[config.mk]
export PLATFORM = sky130hd
export DESIGN_NAME = hft_stream_arbiter
export DESIGN_NICKNAME = d
export VERILOG_FILES = /design/src/rtl/hft_arb_pkg.sv /design/src/rtl/hft_tag_fifo.sv /design/src/rtl/hft_stream_arbiter.sv
export SDC_FILE = /design/constraint.sdc
export NUM_CORES = 1
export LEC_CHECK = 0
export ABC_AREA = 0
export BUFFER_PORTS_ARGS = -buffer_cell sky130_fd_sc_hd__buf_2
export CAP_MARGIN = 20
export CORE_ASPECT_RATIO = 1.75
export CORE_MARGIN = 10
export CORE_UTILIZATION = 40
export DETAILED_ROUTE_END_ITERATION = 16
export GPL_ROUTABILITY_DRIVEN = 1
export PLACE_DENSITY = 0.9
export SYNTH_ARGS = -nofsm -noshare
export SYNTH_HDL_FRONTEND = slang
export SYNTH_SLANG_ARGS = --single-unit
[constraint.sdc]
create_clock -name clk -period 3.4 [get_ports clk]
set_clock_uncertainty 0.15 [all_clocks]
set_input_delay 0.68 -clock clk [delete_from_list [all_inputs] [get_ports clk]]
set_output_delay 0.68 -clock clk [all_outputs]
set_load 0.05 [all_outputs]
[src/rtl/hft_arb_pkg.sv]
// Shared types and helpers for the stream arbiter: FSM state encoding,
// width helpers and the round-robin selection function.
package hft_arb_pkg;

    typedef enum logic {
        IDLE  = 1'b0,
        GRANT = 1'b1
    } arb_state_e;

    // Index width for n requesters; never narrower than one bit.
    function automatic int idx_w(input int n);
        return (n < 2) ? 1 : $clog2(n);
    endfunction

    // Counter width able to hold the value m itself (0..m).
    function automatic int cnt_w(input int m);
        return $clog2(m) + 1;
    endfunction

    // First valid index at or after ptr, wrapping modulo n (n <= 8).
    // Returns 0 when nothing is valid; callers qualify with |valid.
    function automatic logic [2:0] rr_pick(input logic [7:0] valid,
                                           input logic [2:0] ptr,
                                           input int         n);
        logic [2:0] res;
        logic       found;
        int         idx;
        res   = '0;
        found = 1'b0;
        for (int i = 0; i < 8; i++) begin
            idx = (int'(ptr) + i) % n;
            if (!found && (i < n) && valid[idx]) begin
                res   = 3'(idx);
                found = 1'b1;
            end
        end
        return res;
    endfunction

endpackage

[src/rtl/hft_tag_fifo.sv]
// In-order tag FIFO: remembers which requester owns each beat inside the
// core so results can be routed back. Exposes its fill count.
module hft_tag_fifo #(
    parameter int W     = 2,
    parameter int DEPTH = 8
) (
    input  logic                     clk,
    input  logic                     rst,
    input  logic                     push,
    input  logic [W-1:0]             din,
    input  logic                     pop,
    output logic [W-1:0]             dout,
    output logic                     full,
    output logic                     empty,
    output logic [$clog2(DEPTH):0]   count
);
    localparam int AW = $clog2(DEPTH);
    localparam int CW = AW + 1;

    logic [W-1:0]  mem [DEPTH];
    logic [AW-1:0] wr_ptr;
    logic [AW-1:0] rd_ptr;
    logic [CW-1:0] cnt;

    // Storage needs no reset; only the pointers define validity.
    always_ff @(posedge clk) begin
        if (push) mem[wr_ptr] <= din;
    end

    // Pointer and occupancy tracking; push+pop leaves the count unchanged.
    always_ff @(posedge clk or posedge rst) begin
        if (rst) begin
            wr_ptr <= '0;
            rd_ptr <= '0;
            cnt    <= '0;
        end else begin
            if (push) wr_ptr <= wr_ptr + 1'b1;
            if (pop)  rd_ptr <= rd_ptr + 1'b1;
            case ({push, pop})
                2'b10:   cnt <= cnt + 1'b1;
                2'b01:   cnt <= cnt - 1'b1;
                default: cnt <= cnt;
            endcase
        end
    end

    assign dout  = mem[rd_ptr];
    assign full  = (cnt == CW'(DEPTH));
    assign empty = (cnt == '0);
    assign count = cnt;

endmodule

[src/rtl/hft_stream_arbiter.sv]
// Round-robin AXI-Stream arbiter sharing one core datapath among NUM_REQ
// requesters. One beat per grant goes to the core; a tag FIFO records the
// owner so each core result leaves with the right destination index.
module hft_stream_arbiter
    import hft_arb_pkg::*;
#(
    parameter int NUM_REQ         = 4,
    parameter int DATA_WIDTH      = 32,
    parameter int MAX_OUTSTANDING = 8
) (
    input  logic                               clk,
    input  logic                               rst,
    input  logic [NUM_REQ*DATA_WIDTH-1:0]      s_req_tdata,
    input  logic [NUM_REQ-1:0]                 s_req_tvalid,
    output logic [NUM_REQ-1:0]                 s_req_tready,
    output logic [DATA_WIDTH-1:0]              m_core_tdata,
    output logic                               m_core_tvalid,
    input  logic                               m_core_tready,
    input  logic [DATA_WIDTH-1:0]              s_core_tdata,
    input  logic                               s_core_tvalid,
    output logic                               s_core_tready,
    output logic [DATA_WIDTH-1:0]              m_rsp_tdata,
    output logic [idx_w(NUM_REQ)-1:0]          m_rsp_tdest,
    output logic                               m_rsp_tvalid,
    input  logic                               m_rsp_tready,
    output logic [cnt_w(MAX_OUTSTANDING)-1:0]  outstanding,
    output logic                               err_orphan
);
    localparam int IDX_W = idx_w(NUM_REQ);
    localparam int CNT_W = cnt_w(MAX_OUTSTANDING);

    arb_state_e       state;
    logic             core_vld;
    logic [IDX_W-1:0] grant_idx;
    logic [IDX_W-1:0] rr_ptr;
    logic [IDX_W-1:0] pick;
    logic             core_hs;
    logic             rsp_hs;
    logic             tag_full;
    logic             tag_empty;
    logic [IDX_W-1:0] tag_head;
    logic [CNT_W-1:0] tag_count;

    assign pick    = IDX_W'(rr_pick(8'(s_req_tvalid), 3'(rr_ptr), NUM_REQ));
    assign core_hs = core_vld & m_core_tready;
    assign rsp_hs  = m_rsp_tvalid & m_rsp_tready;

    // Grant FSM: pick in IDLE, hold the grant until the core takes the beat.
    // Blocking on the registered full flag means a same-cycle pop only
    // frees the slot for the following arbitration.
    always_ff @(posedge clk or posedge rst) begin
        if (rst) begin
            state     <= IDLE;
            core_vld  <= 1'b0;
            grant_idx <= '0;
            rr_ptr    <= '0;
        end else begin
            case (state)
                IDLE: begin
                    if (|s_req_tvalid && !tag_full) begin
                        grant_idx <= pick;
                        core_vld  <= 1'b1;
                        state     <= GRANT;
                    end
                end
                GRANT: begin
                    if (m_core_tready) begin
                        rr_ptr   <= (grant_idx == IDX_W'(NUM_REQ - 1)) ? '0 : grant_idx + 1'b1;
                        core_vld <= 1'b0;
                        state    <= IDLE;
                    end
                end
                default: begin
                    core_vld <= 1'b0;
                    state    <= IDLE;
                end
            endcase
        end
    end

    // Forward the granted requester's beat; ready goes only to that requester.
    always_comb begin
        m_core_tdata = '0;
        s_req_tready = '0;
        if (core_vld) begin
            m_core_tdata            = s_req_tdata[int'(grant_idx)*DATA_WIDTH +: DATA_WIDTH];
            s_req_tready[grant_idx] = m_core_tready;
        end
    end

    assign m_core_tvalid = core_vld;

    hft_tag_fifo #(
        .W     (IDX_W),
        .DEPTH (MAX_OUTSTANDING)
    ) u_tag_fifo (
        .clk   (clk),
        .rst   (rst),
        .push  (core_hs),
        .din   (grant_idx),
        .pop   (rsp_hs),
        .dout  (tag_head),
        .full  (tag_full),
        .empty (tag_empty),
        .count (tag_count)
    );

    // Results pass straight through; without a pending tag they are refused.
    assign m_rsp_tvalid  = s_core_tvalid & ~tag_empty;
    assign s_core_tready = m_rsp_tready & ~tag_empty;
    assign m_rsp_tdata   = s_core_tdata;
    assign m_rsp_tdest   = tag_empty ? '0 : tag_head;
    assign outstanding   = tag_count;

    // Sticky flag for a core result that has no owner.
    always_ff @(posedge clk or posedge rst) begin
        if (rst)                            err_orphan <= 1'b0;
        else if (s_core_tvalid && tag_empty) err_orphan <= 1'b1;
    end

endmodule

==> qor.yml, run 1 <==
pwr:
  vdd.ir_drop.worst_uv: 815
  power-per-cell-area_mw_per_mm2: 1050
  leakage_nw: 1.79
final_layout:
  area_delta_synth_final_pct: 29.2
  fin_nets: 564
  layout.core_utilization: 0.534
  antennaDiodeCount: 0
  layout.area.seq_um2: 907
  multiInputGateArea_mm2: 0.00170
  fillerInstances: 585
  post_route_cells_drive_above_1_share: 0.630
  finalNonFillerCells: 473
clock_network:
  worst_skew_pair_later_pin_latency_ps: 280
  clock-sinks: 33
  holdBufCountCts: 0
  postCtsSetupRepairBufs: 0
  tritoncts.num_buffers: 5
  cts.clk_slew.worst_paths_ps: 60
  clock_tree_from_tritoncts: "done"
  clock_tree.root_cell: "sky130_fd_sc_hd__clkbuf_16"
  cts-resized-gates: 0
  h_tree_level_count: 2
  cts.path.max_buffers: 2
floorplan:
  floorplan.rows: 41
  initial_core_util: 0.413
  die_area_mm2: 0.0115
  die_width_um: 85.4
  i_o_pins: 247
  core_region_area_mm2: 0.00723
  chipHeight_um: 134
global_routing:
  global_route.usage.met2: 0.317
  gr-usage-all-layers: 0.171
  initial_antenna_violation_count: 0
  gr-max-usage-layer: "met2"
  grt_max_degree: 45
  first_pass_grt_wire_length_um: 15800
  grt_pass1_vias: 3128
  overflow: 0
  grt_util_met3: 0.0831
  groute.layer.met1.usage: 0.149
timing:
  timing_max_transition_violations_final: 0
  min_period_ps: 2900
  fmax_mhz: 344
  setup-violations-final: 0
  worst_pin_slew_ps: 646
  timing.final.crit_share: 0.854
  finalHoldViolations: 0
  rsz0062_at_grt: "false"
  final.setup.tns_ps: 0
  final_layout_worst_hold_slack_ps: 318
  max_slew_margin: 0.569
yosys:
  yosysWarningCount: 0
  synth_area_leaders: "sky130_fd_sc_hd__mux4_2 (27%), sky130_fd_sc_hd__edfxtp_1 (16%), sky130_fd_sc_hd__dfrtp_1 (14%)"
  synth_sequential_area_ratio: 0.303
  synth_largest_type_area_fraction: 0.271
  postSynthNetCount: 421
  postSynthRegisterBits: 33
  syn-instance-count: 243
  synth.most_common_cell: "sky130_fd_sc_hd__mux4_2"
  post_synth_edffs: 16
  async_reset_ff_frac: 0.515
  postSynthAreaPerCell_um2: 12.3
  syn-cell-area_mm2: 0.00299
  synth_cell_types: 44
  synthFlopType: "sky130_fd_sc_hd__dfrtp_1"
  synth_largest_area_cell: "sky130_fd_sc_hd__mux4_2"
  synth_common_cells: "sky130_fd_sc_hd__mux4_2 (36), sky130_fd_sc_hd__and2_1 (32), sky130_fd_sc_hd__buf_4 (32)"
detailed_routing:
  antenna_violating_nets_post_route: 0
  routedWlPerCell_um: 21.1
  dr_total_vias: 2589
  wirelength_um: 9990
  drt_pass_1_iters: 4
  dr.first_iter.drc_count: 183
  detail_route.drc_violations: 0
  detail_route.vias_per_cell: 5.47
place:
  global_placer_s_final_weighted_congestion: 0.876
  hpwl_um: 8450
  io_buffers: 182
  placed_cells_incl_taps: 465
run:
  max_cap_viol_count: 0
worst_hold_path:
  min_path_type: "reg2reg"
  hold_depth: 1
worst_setup_path:
  critical_path_class: "reg2out"
  critical_path.cell_chain: "buf_12 -> mux4_2 -> and2_1 -> buf_2"
  start_kind: "flip-flop"
  slowest_stage: "sky130_fd_sc_hd__mux4_2"
  end_kind: "primary output"
  ff2ff_path_depth: 7
  worst-endpoint-required_ps: 2570
  critical_path_arrival_ps: 2070
  biggest_cell_delay_along_the_critical_path_ps: 570
  crit_path_max_fanout: 32
outcome:
  run_status: "complete, no violations"
-- state kept, by name, summed over array words and instances (netlist names) --
| name | count |
|---|---|
| err_orphan | 1 |
| rr_ptr | 2 |
| u_tag_fifo.rd_ptr | 3 |
| u_tag_fifo.wr_ptr | 3 |
| state | 1 |
| u_tag_fifo.count | 4 |
| grant_idx | 2 |
| u_tag_fifo.mem | 16 |
| m_core_tvalid | 1 |
-- where the power goes --
group,internal (mW),switching (mW)
Sequential,0.578,0.202
Clock,0.365,0.164
Combinational,0.985,1.76
-- cell usage in the layout, fill, tap and decap left out, types with 4 or more instances in the layout --
master / instances
sky130_fd_sc_hd__inv_1: 8
sky130_fd_sc_hd__xnor2_1: 6
sky130_fd_sc_hd__nor3_1: 4
sky130_fd_sc_hd__nor2_1: 8
sky130_fd_sc_hd__clkbuf_16: 5
sky130_fd_sc_hd__nand2_1: 7
sky130_fd_sc_hd__nand2b_1: 4
sky130_fd_sc_hd__and2_1: 32
sky130_fd_sc_hd__and3_1: 4
sky130_fd_sc_hd__mux2i_1: 4
sky130_fd_sc_hd__buf_2: 182
sky130_fd_sc_hd__dfrtp_1: 16
sky130_fd_sc_hd__o31ai_1: 4
sky130_fd_sc_hd__edfxtp_1: 16
sky130_fd_sc_hd__mux4_2: 36
sky130_fd_sc_hd__ha_1: 9
-- layer usage --
layer	up-vias	share of wire
met4	0	0.031
met3	30	0.12
met2	184	0.54
met1	1218	0.31
met5	-	0
li1	1157	-
-- critical path, delay by kind of cell (launching register included) --
kind | cells | cell delay, ps
AND/OR/NAND/NOR | 1 | 170
buffers and inverters | 2 | 500
flip-flops | 1 | 530
multiplexers | 1 | 570
-- worst paths after layout --
check	startpoint	endpoint	slack, ps
max reg2reg	u_tag_fifo.count[0]$_DFFE_PP0P_	u_tag_fifo.count[3]$_DFFE_PP0P_	620
max in group asynchronous	rst	grant_idx[0]$_DFFE_PP0P_	2320
max	grant_idx[0]$_DFFE_PP0P_	m_core_tdata[1]	500
min reg2reg	err_orphan$_DFFE_PP0P_	err_orphan$_DFFE_PP0P_	320
min	err_orphan$_DFFE_PP0P_	err_orphan$_DFFE_PP0P_	320
min in group asynchronous	rst	u_tag_fifo.count[3]$_DFFE_PP0P_	330
-- area by class of cell --
| type | count | share of cell area |
|---|---|---|
| clock buffer | 6 | 0.0360 |
| sequential | 33 | 0.235 |
| tap | 86 | 0.0279 |
| inverter | 8 | 0.00777 |
| clock inverter | 2 | 0.00972 |
| multi-input combinational | 153 | 0.439 |
| timing repair buffer | 185 | 0.245 |
-- per-stage QoR --
stage / setup WS (ps) / instance area, um^2 / power [mW]
finish: 497 / 3860 / 4.06
global route: 383 / 3860 / 4.29
CTS: 477 / 3860 / 4.09
detailed placement: 712 / 3690 / 3.55
global placement: 790 / 3690 / 3.48
floorplan: 558 / 2990 / 3.09
-- cells by family after synthesis --
kind of cell | count (synthesis) | synth area share
and+or+nand+nor | 77 | 0.158
AOI/OAI and AO/OA | 16 | 0.0498
buffers and inverters | 57 | 0.130
DFF | 33 | 0.303
muxes | 44 | 0.301
adders and majority gates | 9 | 0.0377
xor gates and xnor gates | 7 | 0.0205
(Power assumes the default switching activity.)
==> run 2: changes to the inputs <==
- SYNTH_HIERARCHICAL: default -> 1
==> run 2 against run 1 <==
Sequential share of layout area is 0.053 points higher. Largest power group unchanged. Clock power hardly changed. Maximum frequency is 0.71% higher. Critical path depth stayed put.
==> qor.yml, run 2 <==
yosys:
  synth_largest_type_area_fraction: 0.213
  synth_sequential_area_ratio: 0.306
  postSynthRegisterBits: 33
  synth_common_cells: "sky130_fd_sc_hd__and2_1 (34), sky130_fd_sc_hd__buf_4 (32), sky130_fd_sc_hd__mux4_2 (28)"
  syn-instance-count: 241
  syn-cell-area_mm2: 0.00296
  postSynthAreaPerCell_um2: 12.3
  synth.most_common_cell: "sky130_fd_sc_hd__and2_1"
  synth_area_leaders: "sky130_fd_sc_hd__mux4_2 (21%), sky130_fd_sc_hd__edfxtp_1 (16%), sky130_fd_sc_hd__dfrtp_1 (14%)"
  post_synth_edffs: 16
  synth_cell_types: 40
  yosysWarningCount: 6
  synth_largest_area_cell: "sky130_fd_sc_hd__mux4_2"
  async_reset_ff_frac: 0.515
  synthFlopType: "sky130_fd_sc_hd__dfrtp_1"
  postSynthNetCount: 419
place:
  hpwl_um: 8660
  placement.setup.worst_slack_ps: 743
  global_placer_s_final_weighted_congestion: 0.846
  io_buffers: 182
detailed_routing:
  detail_route.vias_per_cell: 5.35
  wirelength_um: 10000
  routedWlPerCell_um: 21.0
  drt_pass_1_iters: 6
  detail_route.drc_violations: 0
  dr.first_iter.drc_count: 191
  dr_total_vias: 2554
  antenna_violating_nets_post_route: 0
final_layout:
  area_delta_synth_final_pct: 30.2
  fillerInstances: 618
  registers.top_by_ff_count: "u_tag_fifo/mem"
  layout.core_utilization: 0.533
  antennaDiodeCount: 0
  mostFrequentLayoutCells: "sky130_fd_sc_hd__buf_2 (182), sky130_fd_sc_hd__and2_1 (34), sky130_fd_sc_hd__mux4_2 (28)"
  post_route_cells_drive_above_1_share: 0.593
  layout_commonest_cell: "sky130_fd_sc_hd__buf_2"
  multiInputGateArea_mm2: 0.00166
  layout.area.seq_um2: 907
  fin_nets: 568
  largest_reg_flops: 16
clock_network:
  clock_tree.root_cell: "sky130_fd_sc_hd__clkbuf_16"
  cts-resized-gates: 0
  clock_tree_from_tritoncts: "done"
  holdBufCountCts: 0
  postCtsSetupRepairBufs: 0
  cts.clk_slew.worst_paths_ps: 60
  worst_skew_pair_later_pin_latency_ps: 270
  h_tree_level_count: 2
  tritoncts.num_buffers: 5
  cts.path.max_buffers: 2
  clock-sinks: 33
timing:
  layout_setup_ws_ps: 517
  setup-violations-final: 0
  worst_pin_slew_ps: 558
  final_layout_worst_hold_slack_ps: 228
  min_period_ps: 2880
  timing_max_transition_violations_final: 0
  fmax_mhz: 347
  final.setup.tns_ps: 0
  timing.final.crit_share: 0.848
  finalHoldViolations: 0
  max_slew_margin: 0.623
  rsz0062_at_grt: "false"
floorplan:
  chipHeight_um: 134
  initial_core_util: 0.409
  die_area_mm2: 0.0114
  die_width_um: 85.0
  i_o_pins: 247
  core_region_area_mm2: 0.00723
  floorplan.rows: 41
global_routing:
  first_pass_grt_wire_length_um: 15400
  grt_max_degree: 45
  grt_pass1_vias: 2949
  gr-usage-all-layers: 0.171
  overflow: 0
  initial_antenna_violation_count: 0
pwr:
  power-per-cell-area_mw_per_mm2: 1010
  vdd.ir_drop.worst_uv: 675
  leakage_nw: 1.83
worst_setup_path:
  critical_path_arrival_ps: 2050
  worst-endpoint-required_ps: 2570
  worstSetupEndpoint: "m_core_tdata[22]"
  start_kind: "flip-flop"
  ff2ff_path_depth: 11
  worst_r2r_startpoint: "u_tag_fifo/count[0]$_DFFE_PP0P_"
  crit_path_max_fanout: 15
  end_kind: "primary output"
  cp-startpoint: "grant_idx[0]$_DFFE_PP0P_"
  critical_path_class: "reg2out"
  r2r_end: "u_tag_fifo/count[2]$_DFFE_PP0P_"
  ff2ff_setup_slack_ps: 720
worst_hold_path:
  min_path_type: "in2async"
run:
  max_cap_viol_count: 0
outcome:
  run_status: "complete, no violations"
run 2: cell types whose count changed in the layout (fill, tap and decap cells not counted), sizes merged, moves of 3 or more:
cell	change
nor2b	+7
nand3	-3
xnor2	-3
mux2i	-4
xor2	+5
run 2: final cells by class:
type	instances	area share
multi-input combinational	153	0.432
timing repair buffer	187	0.249
sequential	33	0.235
clock buffer	6	0.0360
tap	86	0.0279
clock inverter	2	0.00974
inverter	10	0.00974
run 2: worst max-delay path, cell delays in order (launching register included):
cell and delay, ps:
sky130_fd_sc_hd__dfrtp_2 530, sky130_fd_sc_hd__buf_4 310, sky130_fd_sc_hd__mux4_2 540, sky130_fd_sc_hd__and2_1 180
sky130_fd_sc_hd__buf_2 210
run 2: worst min path at each step:
stage | from | endpoint | slack [ps]
3_5_place_dp | err_orphan$_DFFE_PP0P_ | err_orphan$_DFFE_PP0P_ | 290
5_1_grt | rst | rr_ptr[1]$_DFFE_PP0P_ | 250
3_3_place_gp | err_orphan$_DFFE_PP0P_ | err_orphan$_DFFE_PP0P_ | 290
6_report | rst | rr_ptr[1]$_DFFE_PP0P_ | 230
4_1_cts | rst | rr_ptr[1]$_DFFE_PP0P_ | 230
2_1_floorplan | u_tag_fifo/wr_ptr[2]$_DFFE_PP0P_ | u_tag_fifo/wr_ptr[2]$_DFFE_PP0P_ | 310
run 2: logic make-up after synthesis:
kind of cell    count (synthesis)  share of synthesized area
buf+inv                        55                      0.131
xor+xnor                        9                     0.0266
fa+ha+maj                       9                     0.0381
mux                            42                      0.307
compound gates                 18                     0.0469
flops                          33                      0.306
simple gates                   75                      0.144
run 2: per-stage QoR:
stage                     total power, mW  instances  instance area [um^2]
after detailed placement             3.41        469                  3680
after floorplan                      2.96        241                  2960
after global routing                 4.13        477                  3850
after global placement               3.34        469                  3680
after CTS                            3.94        477                  3850
final                                3.90        477                  3850
run 2: metal layers:
layer  wire [um]  GRT usage  share of wire
met4         354     0.0790          0.035
met3         987     0.0631          0.098
met2        5390      0.308           0.54
met1        3290      0.165           0.33
met5           0          0              0
run 2: report_power, final:
group	switching [mW]	internal [mW]
clock	0.163	0.365
sequential	0.161	0.579
combinational	1.69	0.938
total	2.02	1.88
==> run 3: changes to the inputs <==
- CORE_UTILIZATION: 40 -> 36
- PLACE_DENSITY: 0.9 -> 0.86
- clock period: 3.4 -> 2.6 ns (I/O delays scaled with it)
==> run 3 against run 2 <==
Critical path depth did not move. Sequential power rose by 33%. Register-to-register slack got worse by 530 ps. Combinational power rose by 35%. Non-clock buffer count rose by 3. Largest cell class unchanged. Flip-flop and latch count did not move. Worst setup slack got worse by 500 ps. Count of clock-buffer cells in the layout rose by 1. Via count fell by 1.6%. First-iteration DRC count fell by 51%. Die area rose by 8.9%. Wire length fell by 1.1%.
==> qor.yml, run 3 (synthesis gave the netlist of run 2 again) <==
worst_setup_path:
  critical_path_class: "reg2out"
  worst-endpoint-required_ps: 1930
  crit_path_max_fanout: 6
  end_kind: "primary output"
  critical_path_arrival_ps: 1910
  biggest_cell_delay_along_the_critical_path_ps: 580
  critical_path.cell_chain: "mux4_1 -> mux2_2 -> nor2b_1 -> buf_2"
  start_kind: "flip-flop"
  slowest_stage: "sky130_fd_sc_hd__mux4_1"
run:
  max_cap_viol_count: 0
worst_hold_path:
  min_path_type: "in2async"
floorplan:
  initial_core_util: 0.372
  i_o_pins: 247
  floorplan.rows: 43
  chipHeight_um: 140
  core_region_area_mm2: 0.00796
  die_area_mm2: 0.0124
  die_width_um: 88.5
final_layout:
  area_delta_synth_final_pct: 32.4
  registers.top_by_ff_count: "u_tag_fifo/mem"
  post_route_cells_drive_above_1_share: 0.614
  final_area_mm2: 0.00392
  layout_commonest_cell: "sky130_fd_sc_hd__buf_2"
  largest_reg_flops: 16
  antennaDiodeCount: 0
  mostFrequentLayoutCells: "sky130_fd_sc_hd__buf_2 (182), sky130_fd_sc_hd__and2_1 (33), sky130_fd_sc_hd__mux4_2 (28)"
  fin_nets: 571
place:
  hpwl_um: 8270
  global_placer_s_final_weighted_congestion: 0.810
  io_buffers: 182
  total_placed_instance_area_mm2: 0.00374
timing:
  max_slew_margin: 0.708
  rsz0062_at_grt: "true"
  timing_max_transition_violations_final: 0
  setup-violations-final: 0
  worst_pin_slew_ps: 437
  fmax_mhz: 388
  final.setup.tns_ps: 0
  timing.final.crit_share: 0.992
  min_period_ps: 2580
  finalHoldViolations: 0
global_routing:
  gr-usage-all-layers: 0.156
  grt_pass1_vias: 3036
  grt_max_degree: 45
  overflow: 0
  first_pass_grt_wire_length_um: 15200
  initial_antenna_violation_count: 0
clock_network:
  cts.path.max_buffers: 2
  holdBufCountCts: 0
  cts.clk_slew.worst_paths_ps: 50
  tritoncts.num_buffers: 5
  clock_tree_from_tritoncts: "done"
  clock-sinks: 33
  clock_tree.root_cell: "sky130_fd_sc_hd__clkbuf_16"
  h_tree_level_count: 2
  worst_skew_pair_later_pin_latency_ps: 280
detailed_routing:
  dr_total_vias: 2513
  antenna_violating_nets_post_route: 0
  detail_route.drc_violations: 0
  routedWlPerCell_um: 20.5
  drt_pass_1_iters: 4
  detail_route.vias_per_cell: 5.19
  wirelength_um: 9920
  dr.first_iter.drc_count: 94
pwr:
  leakage_nw: 1.84
  finalPower_mw: 5.14
  vdd.ir_drop.worst_uv: 811
  power-per-cell-area_mw_per_mm2: 1310
outcome:
  run_status: "complete, no violations"
==> run 3: cell count changes in the layout (fill, tap and decap cells not counted), sizes merged <==
cell	previous run	this run
bufinv	1	0
clkbuf	6	8
buf	187	189
==> run 3: routing by layer <==
metal | vias to the layer above | global-route usage | wire length, um
li1 | 1163 | - | -
met1 | 1171 | 0.131 | 2970
met2 | 149 | 0.303 | 5620
met3 | 30 | 0.0668 | 1100
met4 | 0 | 0.0556 | 225
met5 | - | 0 | 0
==> run 3: metrics by stage <==
step                cells  hold slack [ps]  setup slack [ps]  utilization
floorplan             241              173              13.8            -
finish                484             29.7              20.0        0.492
global route          484             53.1             -26.2        0.492
global placement      475              283               294        0.470
CTS                   483             31.8              16.3        0.489
detailed placement    475              298               210        0.470
==> run 3: what timing repair did <==
action / CTS / global route
gates cloned: 0 / 1
pin swaps: 0 / 0
gates resized for setup: 1 / 0
setup endpoints to repair: 2 / 9
buffers inserted: 0 / 0
==> run 3: path summary, 6_finish.rpt <==
check	from	to	cells past startpoint	slack (ps)
worst max register to register	u_tag_fifo/count[2]$_DFFE_PP0P_	u_tag_fifo/count[2]$_DFFE_PP0P_	10	190
worst min register to register	err_orphan$_DFFE_PP0P_	err_orphan$_DFFE_PP0P_	1	310
min in group clk	err_orphan$_DFFE_PP0P_	err_orphan$_DFFE_PP0P_	1	310
worst max-delay path	u_tag_fifo/rd_ptr[0]$_DFFE_PP0P_	m_rsp_tdest[0]	4	20
max in group asynchronous	rst	u_tag_fifo/count[2]$_DFFE_PP0P_	2	1880
worst min-delay path	rst	rr_ptr[1]$_DFFE_PP0P_	2	30
==> run 3: worst max-delay path: cells and delay by family, from the launching register on <==
family                 cells  cell delay (ps)
buffers and inverters      1              200
muxes                      2              860
DFF                        1              440
and+or+nand+nor            1              120
==> run 3: report_power, final <==
group / switching (mW) / internal (mW)
combinational: 2.27 / 1.29
clock: 0.215 / 0.381
sequential: 0.217 / 0.765
==> run 3: cell type report <==
type	instances	area, um^2
sequential	33	912
clock buffer	7	143
fill	700	4050
inverter	10	37.5
timing repair buffer	190	1010
clock inverter	1	7.51
tap	90	113
multi-input combinational	153	1690
